`src/rtl/dab_pkg.sv`:
```
// rtl/dab_pkg.sv - shared constants and types for the multi-bridge phase-shift modulator
package dab_pkg;

  localparam int ANG_W       = 9;
  localparam int DT_W        = 8;
  localparam int HALF_PERIOD = 256;
  localparam int QUARTER     = 128;

  // Leg position inside one full bridge
  typedef enum logic {
    LEG_A = 1'b0,
    LEG_B = 1'b1
  } leg_e;

  // Bit position of each switch inside a bridge's 4-bit gate nibble
  typedef enum logic [1:0] {
    G_S4 = 2'd0,
    G_S3 = 2'd1,
    G_S2 = 2'd2,
    G_S1 = 2'd3
  } gate_bit_e;

  // True when a modulo-512 angle lies in the first half period
  function automatic logic in_half(input logic [ANG_W-1:0] x);
    return x < ANG_W'(HALF_PERIOD);
  endfunction

endpackage

```
`src/rtl/dab_leg_dt.sv`:
```
// rtl/dab_leg_dt.sv - one complementary half-bridge leg with rising-edge deadtime
module dab_leg_dt #(
  parameter int DT_W = dab_pkg::DT_W
) (
  input  logic            clk,
  input  logic            rst,
  input  logic            en,
  input  logic            raw,
  input  logic [DT_W-1:0] deadtime,
  output logic            hi,
  output logic            lo
);

  logic            raw_prev;
  logic [DT_W-1:0] cnt;

  // Any toggle drops both switches at once; the new side turns on after the count expires.
  // A toggle during the count restarts it, so the pair can never be on together.
  always_ff @(posedge clk) begin
    if (rst || !en) begin
      hi       <= 1'b0;
      lo       <= 1'b0;
      raw_prev <= raw;
      cnt      <= deadtime;
    end else if (raw != raw_prev) begin
      raw_prev <= raw;
      if (deadtime == '0) begin
        hi  <= raw;
        lo  <= !raw;
        cnt <= '0;
      end else begin
        hi  <= 1'b0;
        lo  <= 1'b0;
        cnt <= deadtime;
      end
    end else if (cnt > DT_W'(1)) begin
      cnt <= cnt - DT_W'(1);
    end else begin
      cnt <= '0;
      hi  <= raw_prev;
      lo  <= !raw_prev;
    end
  end

endmodule

```
`src/rtl/dab_mod_nbridge.sv`:
```
// rtl/dab_mod_nbridge.sv - N-bridge phase-shift modulator top; optional DAB_FAULT_LATCH_EN adds a latching fault input
module dab_mod_nbridge #(
  parameter int               N_BR   = 2,
  parameter int               PH_W   = 24,
  parameter int               ANG_W  = dab_pkg::ANG_W,
  parameter int               DT_W   = dab_pkg::DT_W,
  parameter logic [DT_W-1:0]  DT_RST = DT_W'(10)
) (
  input  logic                  clk,
  input  logic                  rst,
  input  logic                  CE,
  input  logic [PH_W-1:0]       phase_inc,
  input  logic [N_BR*ANG_W-1:0] t_duty,
  input  logic [N_BR*ANG_W-1:0] phi,
  input  logic [DT_W-1:0]       deadtime,
  input  logic                  upd_req,
  output logic                  upd_ack,
  input  logic                  sync,
`ifdef DAB_FAULT_LATCH_EN
  input  logic                  fault,
`endif
  output logic [4*N_BR-1:0]     gate,
  output logic                  trigger,
  output logic                  sat
);

  import dab_pkg::*;

  localparam logic signed [ANG_W:0] PHI_MAX = (ANG_W+1)'(HALF_PERIOD - 1);
  localparam logic signed [ANG_W:0] PHI_MIN = -PHI_MAX;

  logic [PH_W-1:0]   acc;
  logic [PH_W:0]     acc_sum;
  logic              wrap;
  logic              sync_meta, sync_q, sync_d, sync_edge;
  logic              period_start;
  logic              running;
  logic              gate_block;
  logic              leg_en;
  logic [ANG_W-1:0]  theta;
  logic [ANG_W-1:0]  t_sh    [N_BR];
  logic [ANG_W-1:0]  phi_sh  [N_BR];
  logic [ANG_W-1:0]  phi_lim [N_BR];
  logic [N_BR-1:0]   clamp;
  logic [DT_W-1:0]   dt_sh;
  logic [2*N_BR-1:0] raw_d, raw_q, leg_hi, leg_lo;
  logic              unused_phi0;

  // Bridge 0 is the phase reference, so its phi slice has no effect
  assign unused_phi0 = ^phi[ANG_W-1:0];

  assign acc_sum      = {1'b0, acc} + {1'b0, phase_inc};
  assign wrap         = acc_sum[PH_W];
  assign theta        = acc[PH_W-1 -: ANG_W];
  assign sync_edge    = sync_q & ~sync_d;
  assign period_start = CE & (wrap | sync_edge);
  assign leg_en       = CE & running & ~gate_block;

  // Two-flop synchroniser plus one delay flop for rising-edge detection
  always_ff @(posedge clk) begin
    if (rst) begin
      sync_meta <= 1'b0;
      sync_q    <= 1'b0;
      sync_d    <= 1'b0;
    end else begin
      sync_meta <= sync;
      sync_q    <= sync_meta;
      sync_d    <= sync_q;
    end
  end

  // Carrier accumulator; a sync edge restarts the period and merges with a coincident wrap
  always_ff @(posedge clk) begin
    if (rst) begin
      acc     <= '0;
      trigger <= 1'b0;
      running <= 1'b0;
    end else begin
      trigger <= period_start;
      if (CE) begin
        acc <= sync_edge ? '0 : acc_sum[PH_W-1:0];
      end
      if (period_start) begin
        running <= 1'b1;
      end
    end
  end

  // Clamp each bridge's requested shift so its pulse stays inside bridge 0's window
  always_comb begin
    clamp      = '0;
    phi_lim[0] = '0;
    for (int k = 1; k < N_BR; k++) begin
      logic signed [ANG_W:0] lim;
      logic signed [ANG_W:0] phi_x;
      lim   = $signed({1'b0, t_duty[k*ANG_W +: ANG_W]}) - $signed({1'b0, t_duty[ANG_W-1:0]}) + PHI_MAX;
      phi_x = $signed({phi[k*ANG_W + ANG_W-1], phi[k*ANG_W +: ANG_W]});
      if (phi_x > lim) begin
        phi_lim[k] = lim[ANG_W-1:0];
        clamp[k]   = 1'b1;
      end else if (phi_x < PHI_MIN) begin
        phi_lim[k] = PHI_MIN[ANG_W-1:0];
        clamp[k]   = 1'b1;
      end else begin
        phi_lim[k] = phi[k*ANG_W +: ANG_W];
      end
    end
  end

  // Shadow registers load only at a period start, so a period never mixes old and new settings
  always_ff @(posedge clk) begin
    if (rst) begin
      for (int k = 0; k < N_BR; k++) begin
        t_sh[k]   <= '0;
        phi_sh[k] <= '0;
      end
      dt_sh   <= DT_RST;
      sat     <= 1'b0;
      upd_ack <= 1'b0;
    end else begin
      upd_ack <= period_start & upd_req;
      if (period_start && upd_req) begin
        for (int k = 0; k < N_BR; k++) begin
          t_sh[k]   <= t_duty[k*ANG_W +: ANG_W];
          phi_sh[k] <= phi_lim[k];
        end
        dt_sh <= deadtime;
        sat   <= |clamp;
      end
    end
  end

  // Leg A is high over half a period starting at 128-h; leg B is the same window delayed by 2h
  always_comb begin
    raw_d = '0;
    for (int k = 0; k < N_BR; k++) begin
      raw_d[2*k + int'(LEG_A)] = in_half(theta - phi_sh[k] - ANG_W'(QUARTER) + (t_sh[k] >> 1));
      raw_d[2*k + int'(LEG_B)] = in_half(theta - phi_sh[k] - ANG_W'(QUARTER) - (t_sh[k] >> 1));
    end
  end

  // Compare register: first of the two pipeline stages from theta to the pins
  always_ff @(posedge clk) begin
    if (rst) begin
      raw_q <= '0;
    end else begin
      raw_q <= raw_d;
    end
  end

`ifdef DAB_FAULT_LATCH_EN
  logic fault_latch;

  // Once a fault is seen the gates stay off until reset
  always_ff @(posedge clk) begin
    if (rst) begin
      fault_latch <= 1'b0;
    end else if (fault) begin
      fault_latch <= 1'b1;
    end
  end

  assign gate_block = fault | fault_latch;
`else
  assign gate_block = 1'b0;
`endif

  for (genvar k = 0; k < N_BR; k++) begin : g_br
    for (genvar l = 0; l < 2; l++) begin : g_leg
      dab_leg_dt #(.DT_W(DT_W)) u_leg (
        .clk      (clk),
        .rst      (rst),
        .en       (leg_en),
        .raw      (raw_q[2*k + l]),
        .deadtime (dt_sh),
        .hi       (leg_hi[2*k + l]),
        .lo       (leg_lo[2*k + l])
      );
    end
    assign gate[4*k + int'(G_S1)] = leg_hi[2*k + int'(LEG_A)];
    assign gate[4*k + int'(G_S2)] = leg_lo[2*k + int'(LEG_A)];
    assign gate[4*k + int'(G_S3)] = leg_hi[2*k + int'(LEG_B)];
    assign gate[4*k + int'(G_S4)] = leg_lo[2*k + int'(LEG_B)];
  end

endmodule

```
`config.mk`:
```
export PLATFORM = sky130hd
export DESIGN_NAME = dab_mod_nbridge
export DESIGN_NICKNAME = d
export VERILOG_FILES = /design/src/rtl/dab_pkg.sv /design/src/rtl/dab_leg_dt.sv /design/src/rtl/dab_mod_nbridge.sv
export SDC_FILE = /design/constraint.sdc
export NUM_CORES = 1
export LEC_CHECK = 0
export ABC_CLOCK_PERIOD_IN_PS = 3400
export BUFFER_PORTS_ARGS = -buffer_cell sky130_fd_sc_hd__buf_2
export CORE_ASPECT_RATIO = 1.2
export CORE_MARGIN = 3
export CORE_UTILIZATION = 40
export DETAILED_ROUTE_END_ITERATION = 12
export HOLD_SLACK_MARGIN = 0.15
export PLACE_DENSITY = 0.59
export RECOVER_POWER = 100
export SLEW_MARGIN = 20
export SYNTH_ARGS = -nofsm -noshare
export SYNTH_HDL_FRONTEND = slang
export SYNTH_HIERARCHICAL = 1
export SYNTH_SLANG_ARGS = --single-unit
```
`constraint.sdc`:
```
create_clock -name clk -period 3.4 [get_ports clk]
set_input_delay 0.17 -clock clk [delete_from_list [all_inputs] [get_ports clk]]
set_output_delay 0.17 -clock clk [all_outputs]
set_load 0.05 [all_outputs]
```
* Word-level counts from Yosys, hierarchy flattened
Memory sizes are Yosys's and may differ from the RTL's.
Cells that the tools add are included.
** Word-level totals
- Logic and storage cells :: 146
- Bits in writable memories :: 36
- Input bits :: 73
- Output and inout bits :: 11
- Flip-flop bits (word level) :: 87
- Memories kept :: 2
** Cells by class
- Bitwise operators :: 10
- Order comparisons :: 10
- Mux-type cells :: 59
- Reduce and logical (&&, ||, !) cells :: 16
- Equal/unequal tests :: 8
- Add/sub/neg operators :: 15
** Memory list
- phi_sh :: depth 2, bits a word 9, read ports 2, clocked after memory_dff 0, write ports 2, RTL line dab_mod_nbridge.sv:42 : logic [ANG_W-1:0] phi_sh [N_BR];
- t_sh :: depth 2, bits a word 9, read ports 2, clocked after memory_dff 0, write ports 2, RTL line dab_mod_nbridge.sv:41 : logic [ANG_W-1:0] t_sh [N_BR];
** Operators by type and width (count)
- $mux 8 :: 13
- $mux 9 :: 6
- $lt 9x9->1 const B :: 5
- $mux 1 :: 39
- $gt 8x1->1 const B :: 4
- $sub 8x1->8 const B :: 4
- $add 24x24->25 :: 1
- $mux 24 :: 1
- $add 9x8->9 :: 2
- $sub 9x8->9 :: 2
- $sub 9x8->9 const B :: 2
- $sub 9x9->9 :: 2
- $add 10x9->10 const B :: 1
- $gt 9x10->1 :: 1
- $sub 9x9->10 :: 1
- $logic_not 1->1 :: 9
- $logic_not 8->1 :: 1
- $ne 2x1->1 const B :: 4
- $reduce_bool 2->1 :: 4
- $or 1x1->1 :: 5
- $and 1x1->1 :: 4
- $ne 1x1->1 :: 4
- $logic_and 1x1->1 :: 1
- $logic_or 1x1->1 :: 1
- $not 1->1 :: 1

* Logic depth before layout (Yosys ltp)
Gate-level depths: netlist of run 1.
- Word-level depth :: 9
- Mapped depth :: 21
- Mapped depth without buffers :: 20

* Cells and area by module
Netlist of run 1, hierarchy kept.
** Modules (own cells, without submodules)
- dab_mod_nbridge :: instances 1, area an instance 5766.8 um^2, cells each 658
- dab_leg_dt at g_br[0].g_leg[0].u_leg ... :: instances 3, area an instance 574.3 um^2, cells each 68
- dab_leg_dt at g_br[1].g_leg[1].u_leg :: instances 1, area an instance 603.1 um^2, cells each 67

* Worst setup path after synthesis of run 1
Ideal clock, no wire load.
- Path kind :: input-to-reg
- Start point :: in t_duty[1]
- End point :: mem phi_sh[1][1] (netlist: phi_sh[0][10]), data pin
- Data required time :: 3145 ps
- Buffers on the path :: 1
- Stages :: 18
- Slack :: -263 ps
- Library setup time :: 255 ps
- Data arrival time :: 3408 ps
- Path through :: inv_1 ha_1 ha_1 inv_1 fa_1 nor2b_1 o21ai_0 a21boi_0 o31a_1 or3_1 ha_1 a21o_1 a21oi_1 o2111ai_1 nand3_1 clkbuf_1 mux2i_1 nor2_2
** RTL lines
- start, declared :: RTL line dab_mod_nbridge.sv:13 : input logic [N_BR*ANG_W-1:0] t_duty,
- end, declared :: RTL line dab_mod_nbridge.sv:42

==> reports/results.ini, run 1 <==
[timing]
finalCritPeriodShare = 0.938
hold_ws_ns = 0.175
hold_viol = 0
tightestPinTransition_ns = 1.21
min_period_ns = 3.19
setup_viol = 0
clock_skew_ns = 0.0128
fmax_ghz = 0.314
finalMaxSlewViolations = 0
slew_headroom = 0.183

[layout]
fin_area_sq_um = 9380
multiInputGateArea_sq_um = 5200
ff_latch_area_sq_um = 2530
drive_gt1_frac = 0.142
final_cell_count_no_fill = 1302
nets = 1223
area.growth.synth_to_final_pct = 15.9
fillers = 1949
finish.utilization = 0.477

[setup_path]
critical_path_class = flop to flop
worstPathCellList = ha_1, fa_1, a21o_1, a221o_1, a41oi_1, or4_1, and2_0, or3_1, clkbuf_1, nor2_2
cp.required_ns = 3.50
cp-end-kind = flop
cp_max_fo = 5
worstSetupStartpoint = acc[0]
cp.arrival_ns = 3.29
cpPeakStageDelay_ns = 0.40
rr_worst_depth = 10
reg2reg_from = acc[0]
cpMaxStageDelayCell = fa_1
worstSetupStartpointType = flop

[drt]
routed_wl_mm = 18.8
route.antenna.remaining_nets = 0
viasPerCell = 5.19
post_drt_wl_per_cell_um = 14.4
drc = 0
drt_iter0_markers = 323
routed-via-count = 6756
dr.pass1.iters = 4

[logic_synthesis]
postSynthNetCount = 1117
synth_common_cells = ha_1, nand2_1, dfxtp_1
synthCells = 929
synth_area_per_cell_sq_um = 8.71
ys_types = 71
synth-edff-count = 29
ys_warn_count = 6
ys_seq_area_frac = 0.313
synth_most_common_cell = ha_1
ys_seq_elements = 112
async_reset_ff_frac = 0
ys.flop_type = dfxtp_1
synthTopCellsByArea = dfxtp_1, ha_1, edfxtp_1
synth_top_area_share = 0.205
synth_area_leader_cell = dfxtp_1
synthesis.area_sq_um = 8090

[pwr]
p_leak_nw = 4.10
power_density_nw_per_um2 = 494
ir_drop_v = 0.000243
power_w = 0.00464

[clock_tree]
cts.clk_slew.worst_paths_ns = 0.09
cts-root-buf = clkbuf_16
cts_tree = yes
htreeDepth = 3
clock-sinks = 112
ctsLongestPathBuffers = 2
postCtsSetupRepairBufs = 0
cts-buffers-inserted = 9
clk_latency_ns = 0.36

[global_route]
grt-ovfl-total = 0
grt_pass1_vias = 6575
antenna_found_initial = 1
track_usage = 0.175
grt_pass1_wl_mm = 31.2
grt_max_degree = 38

[die]
io_pins = 84
std_cell_rows = 56
fp.coreArea_sq_um = 19700
die_x_um = 136
die_h_um = 162
dieArea_sq_um = 22000
start_util = 0.411

[place]
gp_congestion = 0.856
dp_cells = 1269
dpl_cell_area_sq_um = 8900
io_buffer_count = 74
dp_hpwl_mm = 14.5

[worst_hold_path]
hp-class = input port to flop
hold-path-cell-count = 2
hold_start = t_duty[11]

[job]
drv_cap = 0

[status]
status = completed

-- per-stage QoR --
| step | TNS (ns) | setup slack (ns) |
|---|---|---|
| floorplan | 0 | 0.0397 |
| global placement | -1.00 | -0.182 |
| CTS | 0 | 0.120 |
| global route | -0.000128 | -0.000128 |
| finish | 0 | 0.211 |
| detailed placement | -1.68 | -0.271 |
-- power by group --
part,internal [W],switching [W]
clock,0.000536,0.000576
combinational,0.000869,0.00101
sequential,0.00151,0.000143
-- cell families (layout without fill, tap and decap cells) --
group                      Yosys count  count (layout)  share of synthesized area
buffers and inverters               98             209                     0.0492
and+or+nand+nor                    301             301                      0.197
xor gates and xnor gates            61              61                     0.0660
DFF                                112             112                      0.313
adders and majority gates          115             115                      0.181
AOI/OAI and AO/OA                  229             229                      0.179
other                                0               1                          0
muxes                               13              13                     0.0162
-- placed cells by master (no fill, tap or decap), drive strengths merged, types with 6 or more instances in the layout --
| master | synthesis | routed |
|---|---|---|
| ha | 112 | 112 |
| nand2 | 88 | 88 |
| buf | 10 | 84 |
| dfxtp | 83 | 83 |
| inv | 75 | 79 |
| nor2 | 69 | 69 |
| o21ai | 65 | 65 |
| a21oi | 62 | 62 |
| xnor2 | 36 | 36 |
| edfxtp | 29 | 29 |
| clkbuf | 13 | 27 |
| xor2 | 25 | 25 |
| nor3 | 20 | 20 |
| and2 | 18 | 18 |
| dlygate4sd3 | 0 | 16 |
| nand2b | 15 | 15 |
| nand3 | 15 | 15 |
| a21o | 14 | 14 |
| mux2i | 12 | 12 |
| or4 | 12 | 12 |
| nor2b | 11 | 11 |
| a31oi | 10 | 10 |
| a22oi | 10 | 10 |
| or2 | 10 | 10 |
| o31ai | 9 | 9 |
| and3 | 8 | 8 |
| nor3b | 8 | 8 |
| nor4 | 8 | 8 |
| o211ai | 7 | 7 |
| a211oi | 6 | 6 |
| o22ai | 6 | 6 |
-- state kept, by name (all words and copies together), names as in the netlist, 4 cells and up --
name                       count
phi_sh                         9
acc                           24
g_br.g_leg.u_leg/raw_prev      4
t_sh                          16
dt_sh                          8
raw_q                          4
g_br.g_leg.u_leg/hi            4
g_br.g_leg.u_leg/lo            4
g_br.g_leg.u_leg/cnt          32
-- critical path: cells and delay by family, from the launching register on --
kind / cells / cell delay (ns)
DFF: 1 / 0.32
adders and majority gates: 2 / 0.60
buffers and inverters: 1 / 0.27
and+or+nand+nor: 4 / 0.76
AOI/OAI and AO/OA: 3 / 0.99
-- metal layers --
layer	vias to the layer above	share of wire	GRT usage
li1	3532	-	-
met4	0	0.021	0.0555
met1	3076	0.47	0.221
met3	27	0.028	0.0239
met2	121	0.48	0.307
met5	-	0	0
-- worst paths after layout --
kind | to | slack, ns
hold / removal | t_sh[0][11] | 0.18
setup / recovery | t_sh[0][5] | 0.21
setup reg to reg | t_sh[0][5] | 0.21
hold reg to reg | sync_q | 0.45
-- cell type report --
class,instances,area share
diodes,1,0.000267
clock inverters,7,0.00973
repair buffers,118,0.0768
clock buffers,9,0.0240
inverters,75,0.0300
well taps,261,0.0348
multi-input cells,719,0.554
flip-flops and latches,112,0.270
-- what timing repair did --
action,4_1_cts,5_1_grt
endpoints found under the hold margin,17,0
endpoints found under the setup margin,0,9
hold buffers,16,0
resized for setup,0,16
(Power assumes the default switching activity.)
==> inputs of run 2 (changes only) <==
--- a/config.mk
+++ b/config.mk
@@ -14,6 +14,7 @@
 export HOLD_SLACK_MARGIN = 0.15
 export PLACE_DENSITY = 0.59
 export RECOVER_POWER = 100
+export SETUP_SLACK_MARGIN = 0.5
 export SLEW_MARGIN = 20
 export SYNTH_ARGS = -nofsm -noshare
 export SYNTH_HDL_FRONTEND = slang
==> run 2 against run 1 <==
First-iteration DRC count up 2.2%; clock-buffer cell count unchanged; power is 11% higher; design area increased by 6.8%; highest routed layer unchanged; clock skew about the same; routed wire length grew 6.7%.
==> reports/results.ini, run 2 (synthesis results as in run 1) <==
[place]
io_buffer_count = 74  ; unchanged
pre_cts_ws_ns = -0.232  ; was -0.271 ns
dp_cells = 1266  ; was 1269
dp_hpwl_mm = 14.5  ; about the same
gp_congestion = 0.881  ; was 0.856

[global_route]
busiest_layer = met2  ; unchanged
grt-ovfl-total = 0  ; unchanged
grt_use_met1 = 0.228  ; was 0.221
grt_pass1_wl_mm = 32.3  ; was 31.2 mm
met2_usage = 0.323  ; was 0.307
track_usage = 0.179  ; was 0.175
grt_pass1_vias = 6740  ; was 6575
grt_max_degree = 26  ; was 38
antenna_found_initial = 0  ; was 1
use_met3 = 0.0167  ; was 0.0239

[timing]
hold_viol = 0  ; unchanged
clock_skew_ns = 0.0123  ; was 0.0128 ns
fin_tns_setup_ns = 0  ; unchanged
finalCritPeriodShare = 0.935  ; was 0.938
min_period_ns = 3.18  ; was 3.19 ns
slew_headroom = 0.229  ; was 0.183
rsz0062_at_grt = yes
fin_ws_ns = 0.221  ; was 0.211 ns
fmax_ghz = 0.315  ; was 0.314 GHz
setup_viol = 0  ; unchanged
tightestPinTransition_ns = 1.14  ; was 1.21 ns
finalMaxSlewViolations = 0  ; unchanged

[layout]
reg.largest.list = g_br.g_leg.u_leg/cnt x32, acc x24, t_sh x16  ; unchanged
final_cell_count_no_fill = 1330  ; was 1302
drive_gt1_frac = 0.222  ; was 0.142
nets = 1252  ; was 1223
diodes = 0  ; was 1
area.growth.synth_to_final_pct = 23.9  ; was 15.9%
final_cell_mix = ha_1, nand2_1, dfxtp_1  ; unchanged
largest_reg_flops = 32  ; unchanged
final_common_cell = ha_1  ; unchanged
top_register = g_br.g_leg.u_leg/cnt  ; unchanged

[pwr]
power_w = 0.00515  ; was 0.00464 W
ir_drop_v = 0.000297  ; was 0.000243 V
power_density_nw_per_um2 = 513  ; was 494 nW/um^2
p_leak_nw = 4.29  ; was 4.10 nW

[clock_tree]
clk_latency_ns = 0.36  ; about the same
cts-root-buf = clkbuf_16  ; unchanged
ctsLongestPathBuffers = 2  ; unchanged
cts.clk_slew.worst_paths_ns = 0.08  ; was 0.09 ns
cts-buffers-inserted = 9  ; unchanged
clock-sinks = 112  ; unchanged
htreeDepth = 3  ; unchanged
cts_tree = yes  ; unchanged

[die]
fp.coreArea_sq_um = 19700  ; unchanged
start_util = 0.411  ; unchanged
std_cell_rows = 56  ; unchanged
die_x_um = 136  ; unchanged
die_h_um = 162  ; unchanged
io_pins = 84  ; unchanged
dieArea_sq_um = 22000  ; unchanged

[worst_hold_path]
hold_end = acc[0]  ; was t_sh[0][11]
hp-class = input port to flop  ; unchanged
hold-path-cell-count = 4  ; was 2
hold_start = phase_inc[0]  ; was t_duty[11]

[setup_path]
worstReg2RegEnd = t_sh[0][6]  ; was t_sh[0][5]
critical_path_class = input port to flop  ; was flop to flop
cp-end-kind = flop  ; unchanged
r2r_slack_ns = 0.27  ; was 0.21 ns
cp.required_ns = 3.59  ; was 3.50 ns
worstSetupStartpoint = t_duty[1]  ; was acc[0]
cp.arrival_ns = 3.37  ; was 3.29 ns
cp_max_fo = 7  ; was 5
rr_worst_depth = 10  ; unchanged
reg2reg_from = acc[0]  ; unchanged
worstSetupStartpointType = input port  ; was flop

[drt]
drt_iter0_markers = 330  ; was 323
route.antenna.remaining_nets = 0  ; unchanged
viasPerCell = 5.24  ; was 5.19
dr.pass1.iters = 5  ; was 4
post_drt_wl_per_cell_um = 15.1  ; was 14.4 um
routed_wl_mm = 20.0  ; was 18.8 mm
routed-via-count = 6963  ; was 6756
drc = 0  ; unchanged

[job]
drv_cap = 0  ; unchanged

[status]
status = completed  ; unchanged

run 2: critical path, stage by stage:
cell,delay [ns]
buf_8,0.09
inv_12,0.03
ha_4,0.23
ha_4,0.16
inv_2,0.05
fa_2,0.18
nor2b_1,0.04
o21ai_1,0.17
a21boi_1,0.11
o31a_1,0.27
or3_4,0.39
ha_4,0.23
a21o_1,0.21
a21oi_4,0.22
o2111ai_4,0.16
nand3_2,0.21
clkbuf_1,0.22
nor2_4,0.05
a311oi_2,0.18
run 2: worst max path at each step:
stage,endpoint,slack [ns],depth (start not counted)
finish,phi_sh[0][9],0.22,19
global route,sat,0.05,21
CTS,phi_sh[0][10],0.30,18
detailed placement,phi_sh[0][14],-0.23,18
global placement,phi_sh[0][11],-0.18,18
floorplan,phi_sh[0][10],0.18,18
run 2: metrics by stage:
step | area (sq um) | hold WS, ns | utilization
final | 10000 | 0.176 | 0.509
after global routing | 10000 | 0.213 | 0.509
after CTS | 9790 | 0.152 | 0.497
after detailed placement | 8940 | 0.412 | 0.454
after global placement | 8940 | 0.398 | 0.454
after floorplan | 8180 | 0.298 | -
run 2: cell type report:
cell class | count | area, sq um
Clock buffer | 9 | 225
Clock inverter | 7 | 88.8
Inverter | 75 | 302
Timing Repair Buffer | 145 | 935
Timing Repair inverter | 1 | 5.00
Sequential cell | 112 | 2550
Multi-Input combinational cell | 720 | 5600
Fill cell | 1885 | 9660
Tap cell | 261 | 327
run 2: where the power goes:
group	total [W]	internal, W	switching (W)	leakage, nW
clock network	0.00111	0.000536	0.000572	0.153
logic	0.00239	0.00116	0.00123	3.15
registers	0.00165	0.00151	0.000143	0.984
run 2: repair_timing:
| item | CTS | global route |
|---|---|---|
| resized for setup | 58 | 73 |
| pin swaps | 35 | 53 |
| setup buffers | 14 | 14 |
| setup endpoints to repair | 29 | 37 |
| gates cloned | 1 | 1 |
| hold buffers | 17 | 1 |
| hold endpoints to repair | 18 | 1 |
run 2: routing by layer:
layer	share of wire	vias to the layer above
met5	0	-
met4	0.015	0
met3	0.028	19
met2	0.51	122
met1	0.45	3233
li1	-	3589
==> inputs of run 3 (changes only) <==
--- a/config.mk
+++ b/config.mk
@@ -12,6 +12,7 @@
 export CORE_UTILIZATION = 40
 export DETAILED_ROUTE_END_ITERATION = 12
 export HOLD_SLACK_MARGIN = 0.15
+export MAX_ROUTING_LAYER = met4
 export PLACE_DENSITY = 0.59
 export RECOVER_POWER = 100
 export SETUP_SLACK_MARGIN = 0.5
==> run 3 against run 2 <==
Power barely moved; sequential share of layout area did not move; maximum frequency barely moved; design area did not move; largest power group unchanged.
==> reports/results.ini, run 3 (synthesis results as in run 1) <==
[layout]
ff_latch_area_sq_um = 2550  ; unchanged
drive_gt1_frac = 0.222  ; unchanged
diodes = 0  ; unchanged
top_register = g_br.g_leg.u_leg/cnt  ; unchanged
final_common_cell = ha_1  ; unchanged
area.growth.synth_to_final_pct = 23.9  ; unchanged
fillers = 1885  ; unchanged
reg.largest.list = g_br.g_leg.u_leg/cnt x32, acc x24, t_sh x16  ; unchanged
final_cell_mix = ha_1, nand2_1, dfxtp_1  ; unchanged
largest_reg_flops = 32  ; unchanged
nets = 1252  ; unchanged
multiInputGateArea_sq_um = 5600  ; unchanged

[setup_path]
cp.arrival_ns = 3.37  ; about the same
r2r_slack_ns = 0.26  ; was 0.27 ns
cp.required_ns = 3.59  ; about the same
critical_path_class = input port to flop  ; unchanged
worstSetupStartpointType = input port  ; unchanged
cp_max_fo = 7  ; unchanged
cp-end-kind = flop  ; unchanged

[die]
std_cell_rows = 56  ; unchanged
die_h_um = 162  ; unchanged
die_x_um = 136  ; unchanged
fp.coreArea_sq_um = 19700  ; unchanged
io_pins = 84  ; unchanged
start_util = 0.411  ; unchanged
dieArea_sq_um = 22000  ; unchanged

[job]
drv_cap = 0  ; unchanged

[pwr]
p_leak_nw = 4.29  ; unchanged
swShare = 0.378  ; was 0.377
ir_drop_v = 0.000300  ; was 0.000297 V
netSwitchingPower_w = 0.00194  ; about the same
power.share.combinational = 0.464  ; about the same
sequentialPowerShare = 0.321  ; about the same
power_density_nw_per_um2 = 514  ; was 513 nW/um^2
p_int_w = 0.00321  ; about the same
p_clk_frac = 0.215  ; about the same

[timing]
finalCritPeriodShare = 0.935  ; about the same
clock_skew_ns = 0.0121  ; was 0.0123 ns
slew_headroom = 0.219  ; was 0.229
hold_ws_ns = 0.173  ; was 0.176 ns
rsz0062_at_grt = yes  ; unchanged
finalMaxSlewViolations = 0  ; unchanged
hold_viol = 0  ; unchanged
min_period_ns = 3.18  ; about the same
fin_ws_ns = 0.220  ; was 0.221 ns
fmax_ghz = 0.315  ; about the same
setup_viol = 0  ; unchanged
tightestPinTransition_ns = 1.16  ; was 1.14 ns

[drt]
route.antenna.remaining_nets = 0  ; unchanged
routed_wl_mm = 20.0  ; about the same
drt_iter0_markers = 323  ; was 330
dr.pass1.iters = 4  ; was 5
drc = 0  ; unchanged
viasPerCell = 5.22  ; was 5.24
post_drt_wl_per_cell_um = 15.1  ; about the same
routed-via-count = 6944  ; was 6963

[clock_tree]
ctsLongestPathBuffers = 2  ; unchanged
clock-sinks = 112  ; unchanged
cts-buffers-inserted = 9  ; unchanged
htreeDepth = 3  ; unchanged
cts_tree = yes  ; unchanged
cts.clk_slew.worst_paths_ns = 0.08  ; about the same
cts-root-buf = clkbuf_16  ; unchanged
clk_latency_ns = 0.36  ; about the same

[global_route]
grt_pass1_wl_mm = 32.3  ; about the same
grt-ovfl-total = 0  ; unchanged
grt_max_degree = 26  ; unchanged
grt_pass1_vias = 6743  ; was 6740
antenna_found_initial = 0  ; unchanged
track_usage = 0.184  ; was 0.179

[status]
status = completed  ; unchanged

[place]
gp_congestion = 0.896  ; was 0.881
pre_cts_ws_ns = -0.232  ; unchanged
dp_hpwl_mm = 14.5  ; unchanged
io_buffer_count = 74  ; unchanged

[worst_hold_path]
hp-class = input port to flop  ; unchanged

==> run 3: routing by layer <==
layer,global-route usage,share of wire,vias to the layer above
met3,0.0167,0.030,17
met2,0.323,0.51,119
li1,-,-,3591
met5,-,0,-
met4,0.0477,0.015,0
met1,0.228,0.45,3217
==> run 3: final timing paths <==
check / to / cells past startpoint / from
worst min register to register: running / 2 / running
worst min-delay path: acc[0] / 4 / phase_inc[0]
worst max-delay path: phi_sh[0][9] / 19 / t_duty[1]
worst max register to register: t_sh[0][6] / 10 / acc[0]
==> run 3: repair_timing <==
item / 4_1_cts / 5_1_grt
cloned: 1 / 1
hold buffers: 17 / 1
setup endpoints to repair: 29 / 37
pin swaps: 35 / 53
hold endpoints to repair: 18 / 1
resized for setup: 58 / 73
buffers inserted: 14 / 14
==> run 3: area by class of cell <==
| class | instances | share of cell area |
|---|---|---|
| well taps | 261 | 0.0326 |
| clock buffers | 9 | 0.0225 |
| repair buffers | 145 | 0.0932 |
| inverters | 75 | 0.0301 |
| flip-flops and latches | 112 | 0.254 |
| repair inverters | 1 | 0.000499 |
| multi-input cells | 720 | 0.558 |
| clock inverters | 7 | 0.00886 |
==> run 3: per-stage QoR <==
step	power, W	cell area [sq um]	TNS, ns	std cells	util
after detailed placement	0.00350	8940	-1.97	1266	0.454
after CTS	0.00494	9790	0	1314	0.497
after global routing	0.00552	10000	0	1330	0.509
after floorplan	0.00305	8180	0	929	-
after global placement	0.00348	8940	-1.53	1266	0.454
final	0.00515	10000	0	1330	0.509
==> run 3: worst max-delay path, cell delays in order <==
cell and delay (ns):
buf_8 0.09, inv_12 0.03, ha_4 0.23, ha_4 0.16
inv_2 0.05, fa_2 0.18, nor2b_1 0.04, o21ai_1 0.17
a21boi_1 0.11, o31a_1 0.27, or3_4 0.39, ha_4 0.23
a21o_1 0.20, a21oi_4 0.22, o2111ai_4 0.16, nand3_2 0.21
clkbuf_1 0.22, nor2_4 0.04, a311oi_2 0.18
==> run 3: power by group through the flow <==
stage               clock [W]  sequential [W]  combinational, W
finish                0.00111         0.00165           0.00239
global placement            0         0.00168           0.00181
CTS                   0.00114         0.00165           0.00216
detailed placement          0         0.00168           0.00183
global route          0.00119         0.00168           0.00265
floorplan                   0         0.00164           0.00141
